File: src/rtl/sid_mixer_n.sv
// sid_mixer_n -- multi-voice audio mixer with filter routing, bypass mute,
// DC offset and master volume.
//
// A sample strobe (clkEn) snapshots all voice amplitudes, then a small
// sequencer accumulates one voice per clock into either the filter path or
// the bypass path, combines the bypass sum with the selected filter outputs
// and a DC offset, and finally scales the result by a 4-bit master volume.
//
// Ports:
//   clk         master clock
//   iRstN       asynchronous active-low reset
//   clkEn       sample strobe; starts a mix sequence when idle
//   iWE/iAddr/iDataW   register write port
//   oDataR      combinational register read data
//   iVoices     NUM_VOICES packed signed 16-bit voices, voice k at [16k+15:16k]
//   oPreFilter  saturated sum of voices routed to the filter
//   iFiltLP/BP/HP  signed filter outputs, sampled in the post-mix cycle
//   oOut        mixed, volume-scaled output
//   oValid      one-cycle pulse when oOut updates
//   oBusy       sequencer active
//
// Register map (relative to BASE_ADDR):
//   +0 ROUTE mask   +1 {MUTE3, MODE[2:0], VOL[3:0]}   +2 MUTE mask
//   +3 STATUS {7'b0, OVERRUN}, write clears OVERRUN
//   any other address reads back the last written byte.
module sid_mixer_n #(
    parameter int         NUM_VOICES = 3,
    parameter int         HEADROOM   = 3,
    parameter logic [4:0] BASE_ADDR  = 5'h17,
    parameter int         DC_OFFSET  = -7489
) (
    input  logic                       clk,
    input  logic                       iRstN,
    input  logic                       clkEn,
    input  logic                       iWE,
    input  logic [4:0]                 iAddr,
    input  logic [7:0]                 iDataW,
    output logic [7:0]                 oDataR,
    input  logic [NUM_VOICES*16-1:0]   iVoices,
    output logic signed [15:0]         oPreFilter,
    input  logic signed [15:0]         iFiltLP,
    input  logic signed [15:0]         iFiltBP,
    input  logic signed [15:0]         iFiltHP,
    output logic signed [15:0]         oOut,
    output logic                       oValid,
    output logic                       oBusy
);

    // Accumulators are wide enough to sum every voice without overflow.
    localparam int AW = 16 + $clog2(NUM_VOICES) + 1;
    localparam int IW = (NUM_VOICES > 1) ? $clog2(NUM_VOICES) : 1;

    localparam logic [4:0] A_ROUTE = BASE_ADDR;
    localparam logic [4:0] A_CTRL  = BASE_ADDR + 5'd1;
    localparam logic [4:0] A_MUTE  = BASE_ADDR + 5'd2;
    localparam logic [4:0] A_STAT  = BASE_ADDR + 5'd3;

    localparam logic signed [AW-1:0] AMAX = AW'(32767);
    localparam logic signed [AW-1:0] AMIN = AW'(-32768);
    localparam logic signed [19:0]   PMAX = 20'sd32767;
    localparam logic signed [19:0]   PMIN = -20'sd32768;

    typedef enum logic [1:0] {S_IDLE, S_ACCUM, S_POST, S_VOL} state_t;

    state_t state, nxt;

    // Control registers
    logic [NUM_VOICES-1:0] route;
    logic [NUM_VOICES-1:0] mute;
    logic                  mute3;
    logic [2:0]            mode;
    logic [3:0]            vol;
    logic [7:0]            last_wr;
    logic                  overrun;

    // Datapath
    logic [NUM_VOICES-1:0][15:0] snap;
    logic [IW-1:0]               idx;
    logic signed [AW-1:0]        flt_acc, byp_acc;
    logic signed [15:0]          psat;

    logic signed [15:0]   cur;
    logic signed [AW-1:0] cur_x, sh;
    logic                 last, eff_mute;
    logic signed [19:0]   post_sum;
    logic signed [15:0]   pre_sat, post_sat;
    logic signed [20:0]   prod;

    // ---------------- register file ----------------
    always_ff @(posedge clk or negedge iRstN) begin
        if (!iRstN) begin
            route   <= '0;
            mute    <= '0;
            mute3   <= 1'b0;
            mode    <= 3'd0;
            vol     <= 4'hF;
            last_wr <= 8'd0;
            overrun <= 1'b0;
        end else begin
            if (iWE) begin
                last_wr <= iDataW;
                case (iAddr)
                    A_ROUTE: route <= iDataW[NUM_VOICES-1:0];
                    A_CTRL:  {mute3, mode, vol} <= iDataW;
                    A_MUTE:  mute <= iDataW[NUM_VOICES-1:0];
                    default: ;
                endcase
            end
            // A strobe that arrives mid-sequence wins over a clearing write.
            if (clkEn && state != S_IDLE)
                overrun <= 1'b1;
            else if (iWE && iAddr == A_STAT)
                overrun <= 1'b0;
        end
    end

    always_comb begin
        oDataR = last_wr;
        case (iAddr)
            A_ROUTE: oDataR = 8'(route);
            A_CTRL:  oDataR = {mute3, mode, vol};
            A_MUTE:  oDataR = 8'(mute);
            A_STAT:  oDataR = {7'b0, overrun};
            default: ;
        endcase
    end

    // ---------------- sequencer ----------------
    always_ff @(posedge clk or negedge iRstN) begin
        if (!iRstN) state <= S_IDLE;
        else        state <= nxt;
    end

    assign last = (idx == IW'(NUM_VOICES - 1));

    always_comb begin
        nxt = state;
        case (state)
            S_IDLE:  if (clkEn) nxt = S_ACCUM;
            S_ACCUM: if (last)  nxt = S_POST;
            S_POST:  nxt = S_VOL;
            S_VOL:   nxt = S_IDLE;
            default: nxt = S_IDLE;
        endcase
    end

    always_comb begin
        oBusy = (state != S_IDLE);
    end

    // ---------------- datapath ----------------
    assign cur      = snap[idx];
    assign cur_x    = {{(AW-16){cur[15]}}, cur};
    assign sh       = cur_x >>> HEADROOM;
    // MUTE3 is a legacy alias that mutes the highest voice on the bypass path.
    assign eff_mute = mute[idx] | (mute3 & last);

    assign post_sum = 20'(byp_acc)
                    + (mode[0] ? 20'(iFiltLP) : 20'sd0)
                    + (mode[1] ? 20'(iFiltBP) : 20'sd0)
                    + (mode[2] ? 20'(iFiltHP) : 20'sd0)
                    + 20'(DC_OFFSET);

    assign pre_sat  = (flt_acc > AMAX) ? 16'sh7FFF :
                      (flt_acc < AMIN) ? 16'sh8000 : flt_acc[15:0];
    assign post_sat = (post_sum > PMAX) ? 16'sh7FFF :
                      (post_sum < PMIN) ? 16'sh8000 : post_sum[15:0];

    // VOL is unsigned; zero-extend so the multiply stays signed.
    assign prod = 21'(psat) * 21'($signed({1'b0, vol}));

    always_ff @(posedge clk or negedge iRstN) begin
        if (!iRstN) begin
            snap       <= '0;
            idx        <= '0;
            flt_acc    <= '0;
            byp_acc    <= '0;
            psat       <= '0;
            oPreFilter <= '0;
            oOut       <= '0;
            oValid     <= 1'b0;
        end else begin
            oValid <= 1'b0;
            case (state)
                S_IDLE: if (clkEn) begin
                    snap    <= iVoices;
                    flt_acc <= '0;
                    byp_acc <= '0;
                    idx     <= '0;
                end
                S_ACCUM: begin
                    if (route[idx])     flt_acc <= flt_acc + sh;
                    else if (!eff_mute) byp_acc <= byp_acc + sh;
                    idx <= idx + IW'(1);
                end
                S_POST: begin
                    oPreFilter <= pre_sat;
                    psat       <= post_sat;
                end
                S_VOL: begin
                    oOut   <= 16'(prod >>> 4);
                    oValid <= 1'b1;
                end
                default: ;
            endcase
        end
    end

endmodule

File: config.mk
export PLATFORM = sky130hd
export DESIGN_NAME = sid_mixer_n
export DESIGN_NICKNAME = d
export VERILOG_FILES = /design/src/rtl/sid_mixer_n.sv
export SDC_FILE = /design/constraint.sdc
export NUM_CORES = 1
export LEC_CHECK = 0
export CORE_MARGIN = 5
export CORE_UTILIZATION = 35
export CTS_BUF_LIST = sky130_fd_sc_hd__clkbuf_8
export CTS_CLUSTER_SIZE = 10
export DETAILED_ROUTE_END_ITERATION = 12
export PLACE_DENSITY = 0.58
export SLEW_MARGIN = 25
export SYNTH_ARGS = -nofsm -noshare
export SYNTH_HDL_FRONTEND = slang
export SYNTH_SLANG_ARGS = --single-unit
File: constraint.sdc
create_clock -name clk -period 4.8 [get_ports clk]
set_clock_uncertainty 0.05 [all_clocks]
set_input_delay 0.96 -clock clk [delete_from_list [all_inputs] [get_ports clk]]
set_output_delay 0.96 -clock clk [all_outputs]
set_load 0.02 [all_outputs]
# Yosys cells after proc, flatten, opt, wreduce, memory -nomap -nowiden
# Index checks and enable logic that the tools add are counted.
[word_totals]
wordCells = 88
romBits = 0
n_memories = 0
latchBits = 0
in_bits = 113
ram_bits = 0
reg_bits = 162
out_inout_bits = 42
[op_classes]
multipliers = 1
n_reduce_logical = 14
n_mux = 28
bitwise = 2
div = 0
order_cmp = 5
add_sub_neg = 7
eq_ne = 13
n_shift = 0
[ops]
columns = ["op", "count"]
rows = [
  ["2-to-1 mux 16 bit", 5],
  ["2-to-1 mux 19 bit", 4],
  ["case mux 19 bit (2 select lines)", 2],
  ["2-to-1 mux 20 bit", 3],
  ["adder 20 bit", 2],
  ["adder 19 x 13 -> 19 bit", 2],
  ["binary-select mux 16 bit (select 2 bit)", 1],
  ["case mux 8 bit (4 select lines)", 1],
  ["adder 19 x 20 -> 20 bit", 1],
  ["adder 20 x 14 -> 20 bit, second input constant", 1],
  ["equality test 5 bit, second input constant", 4],
  ["greater-than comparator 20 x 16 -> 1 bit, second input constant", 1],
  ["< comparator 20 x 16 -> 1 bit, second input constant", 1],
  ["multiplier 16 x 5 -> 20 bit", 1],
  ["greater-than comparator 19 x 16 -> 1 bit, second input constant", 1],
  ["< comparator 19 x 16 -> 1 bit, second input constant", 1],
  ["AND reduction 2 bit", 6],
  ["inequality test 2 bit, second input constant", 5],
  ["case mux 2 bit (4 select lines)", 1],
  ["equality test 2 bit, second input constant", 3],
  ["2-to-1 mux 2 bit", 3],
  ["nonzero test 2 bit", 3],
  ["2-to-1 mux 1 bit", 5],
  ["binary-select mux 1 bit (select 2 bit)", 2],
  ["other kinds (10)", 11],
]

# Depth between registers and ports, before layout
[logic_depth]
depth_word = 8
mapped_depth = 21

# Worst setup path before layout
# OpenSTA, ideal clock, no wires.
[synth_timing]
path_kind = "input-to-reg"
from = "input iFiltLP[12]"
to = "register psat[10]"
setup_slack_ns = -0.050
arrival_time_ns = 4.671
cell_stages = 17
cell_sequence = "nand2_1 fa_1 inv_1 fa_1 ha_1 ha_1 clkbuf_1 a21o_1 a21o_1 o21bai_1 and3_1 a211oi_1 xnor2_1 nor4_1 o21a_1 clkbuf_1 o2bb2ai_1"
[synth_via]
elab_chain_len = 8
word_cells_on_any_way = 9
classes_between = "add/sub: 4; order compare: 2; mux: 3"
[synth_lines]
columns = ["item", "line_no", "source"]
rows = [
  ["start: declaration", "41", "input logic signed [15:0] iFiltLP,"],
  ["2-to-1 mux 20 bit *", "159", "+ (mode[0] ? 20'(iFiltLP) : 20'sd0)"],
  ["adder 19 x 20 -> 20 bit *", "159", ""],
  ["adder 20 bit *", "160", "+ (mode[1] ? 20'(iFiltBP) : 20'sd0)"],
  ["adder 20 bit *", "161", "+ (mode[2] ? 20'(iFiltHP) : 20'sd0)"],
  ["adder 20 x 14 -> 20 bit *", "162", "+ 20'(DC_OFFSET);"],
  ["< comparator 20 x 16 -> 1 bit", "167", "(post_sum < PMIN) ? 16'sh8000 : post_sum[15:0];"],
  ["2-to-1 mux 16 bit", "167", ""],
  ["2-to-1 mux 16 bit *", "166", "assign post_sat = (post_sum > PMAX) ? 16'sh7FFF :"],
  ["end signal: assignment", "198", "psat <= post_sat;"],
  ["end: declaration", "80", "logic signed [15:0] psat;"],
]
# Every way passes the cells marked *; elsewhere a longest branch is shown, timed or not.
# A chain may end at the register's enable or synchronous reset.

# Worst setup path in the final report
[layout_timing]
from = "input iFiltLP[2]"
to = "register psat[2]"
# The elaborated chain is that of the path after synthesis.

==> run summary <==
status = finished clean
worst hold path endpoint = oOut[14]$_DFFE_PN0P_
Via Count = 9575
P_leak = 7.47 nW
maximum VDD drop = 372 µV
CP Data Arrival Time = 4.99 ns
final instance area = 15700 µm²
gr usage total = 0.161
Core Util, Final = 0.452
Synth Flop Type = dfrtp_1
Worst R2R Path Depth = 17
Die H = 198 µm
Die Span X = 198 µm
final setup fails = 0
Worst-path clk slew = 0.09 ns
Longest Clk Path Bufs = 2
die area = 39200 µm²
Gate Count Post-Synth = 1273
via-per-instance ratio = 4.91
reg2reg start = psat[2]$_DFFE_PN0P_
GR Overflow Total = 0
most frequent cell on the critical path = inv_1
Starting DRT DRC Count = 409
gpl congestion = 0.852
CP max-delay cell = fa_1
setup TNS = 0 ns
Pre-Repair DR Iteration Count = 7
layout cells sized above 1 = 0.177
Crit path required time = 5.15 ns
worst hold path depth = 2
Layout Nets = 1780
CTS Sinks = 153
Tot Pwr = 11.4 mW
synth unique cells = 58
Slew @ Worst Pin = 1.01 ns
Max Slew Vio Count = 0
Post-Syn Area per Cell = 9.72 µm²
post-synthesis cell area = 12400 µm²
max frequency = 216 MHz
Yosys warnings = 0
number of synthesized flops with an enable pin = 0
syn_nets = 1571
Post-CTS Hold Buffers = 0
clk_lat worst skew = 0.48 ns
register area share after synthesis = 0.310
hold_sp = oOut[14]$_DFFE_PN0P_
Yosys reg bits = 153
global-route wire length before repair = 50900 µm
most frequent cells in the layout = inv_1 (177), dfrtp_1 (149), clkdlybuf4s50_1 (142), ha_1 (98), nand2_1 (86)
relative slew slack = 0.327
crit path capture type = flop
TritonCTS clock tree = built
most common cell after layout, fill and taps aside = inv_1
Final period util = 0.966
critical path fanouts, max = 7
Pwr Density = 728 nW/µm²
RR Endpoint = oOut[13]$_DFFE_PN0P_
sequence of cells on the critical path = clkdlybuf4s50_1, nand2_1, ha_1, inv_1, fa_1, inv_1, fa_1, inv_1, ha_4, a21oi_2, nor2_2, a211oi_2, buf_4, nor4_4, or4_1, o211ai_1, nor4_1, o21a_2, clkbuf_16, o2bb2ai_1
CP Class = in2reg
Post-synth ARST share = 1.00
Initial Utilization = 0.357
input/output buffers = 145
Worst R2R Setup Slack = 0.19 ns
Detail Placement HPWL = 24200 µm
startpoint types = input pin
remaining antenna violation count after routing = 0
antenna diode count = 0
Hold WC Path Type = reg2reg
WL per Instance = 15.9 µm
DR DRC count = 0
vias in the first global route = 10200
H-tree depth = 4
largest net degree at the start of global routing = 154
initial antenna violation count = 1
Critical Path Max Stage Delay = 0.56 ns
num rows = 68
max cap viols = 0
CTS Buf Count = 17
area grow syn2layout = 26.7%
min Tclk post-route = 4.64 ns
DP Area = 14900 µm²
I/O pin count = 155
clock root cell = clkbuf_8
Post-Route WL = 31000 µm
core area = 34700 µm²
Hold Fails Final Rpt = 0
==> worst max path at each step <==
stage / start / end / slack [ns] / depth (start not counted)
after global routing: iFiltLP[3] / psat[4]$_DFFE_PN0P_ / -0.01 / 19
after CTS: iFiltLP[4] / psat[4]$_DFFE_PN0P_ / 0.003 / 21
after detailed placement: iFiltLP[6] / psat[14]$_DFFE_PN0P_ / -0.58 / 16
after global placement: iFiltLP[6] / psat[14]$_DFFE_PN0P_ / -0.54 / 16
final: iFiltLP[2] / psat[2]$_DFFE_PN0P_ / 0.16 / 20
after floorplan: iFiltLP[12] / psat[11]$_DFFE_PN0P_ / 0.05 / 17
==> cell families after synthesis <==
family / after synthesis / synth area share
muxes: 98 / 0.0871
buffers and inverters: 221 / 0.0671
and+or+nand+nor: 312 / 0.123
AOI/OAI and AO/OA: 235 / 0.134
adders and majority gates: 185 / 0.229
DFF: 153 / 0.310
xor gates and xnor gates: 69 / 0.0488
==> sequential cells by signal, summed over array words and instances, names as in the netlist, 2 cells and up <==
name and cells:
snap 39, oPreFilter 16, last_wr 8, route 3, flt_acc 19, psat 16, oOut 16, vol 4
byp_acc 19, idx 2, mode 3, mute 3, state 2
==> per-stage QoR <==
step	worst slack [ns]	hold WS (ns)	cells
floorplan	0.0473	0.416	1273
global placement	-0.536	0.427	1910
detailed placement	-0.578	0.434	1910
CTS	0.00281	0.459	1945
global route	-0.00988	0.474	1950
finish	0.161	0.451	1950
==> synthesized netlist by cell type, drive strengths merged (4+ instances only) <==
master | number | area (µm²)
nand2 | 91 | 342
a21oi | 41 | 209
a211oi | 8 | 60.1
o21ai | 37 | 185
ha | 115 | 1440
o21bai | 12 | 90.1
mux2 | 78 | 878
o21a | 6 | 45.0
xor2 | 26 | 228
nor4 | 6 | 37.5
mux2i | 20 | 200
a2111oi | 4 | 35.0
or3 | 4 | 25.0
nor2b | 8 | 50.1
and4 | 4 | 35.0
dfstp | 4 | 105
xnor2 | 43 | 377
fa | 70 | 1400
a22o | 42 | 368
nor3 | 17 | 85.1
nand2b | 9 | 56.3
nand3 | 11 | 55.1
a21o | 23 | 173
o211ai | 6 | 45.0
o22ai | 16 | 100
and3 | 7 | 43.8
o2bb2ai | 15 | 131
nand4 | 6 | 37.5
clkbuf | 37 | 139
nor2 | 74 | 278
inv | 181 | 679
dfrtp | 149 | 3730
and2 | 66 | 413
a31oi | 7 | 43.8
==> layout make-up <==
type / count / area [µm²]
inverters: 181 / 679
fillers: 3332 / 19000
clock inverters: 15 / 166
flip-flops and latches: 153 / 3830
well taps: 455 / 569
clock buffers: 17 / 234
repair buffers: 230 / 2160
multi-input cells: 899 / 8040
==> power by group <==
group	switching, mW	internal, mW
Clock	0.587	0.432
Combinational	4.29	3.92
Sequential	0.375	1.82
==> critical path: cells and delay by family <==
family	cells	cell delay, ns
buffers and inverters	6	0.96
AO/OA/AOI/OAI	5	0.86
AND/OR/NAND/NOR	5	0.63
adder cells (fa/ha/maj)	4	1.56
==> routing by layer <==
| layer | GRT usage | part of all wire | vias to the layer above |
|---|---|---|---|
| li1 | - | - | 4721 |
| met1 | 0.197 | 0.44 | 4653 |
| met2 | 0.283 | 0.50 | 161 |
| met3 | 0.0335 | 0.038 | 38 |
| met4 | 0.0497 | 0.025 | 2 |
| met5 | 0 | 0.00061 | - |
==> what timing repair did <==
item	in CTS	in global routing
setup endpoints to repair	19	22
pin swaps	9	53
cloned	0	1
setup buffers	3	4
gates resized for setup	5	59
Power figures use the tool's default switching activity.
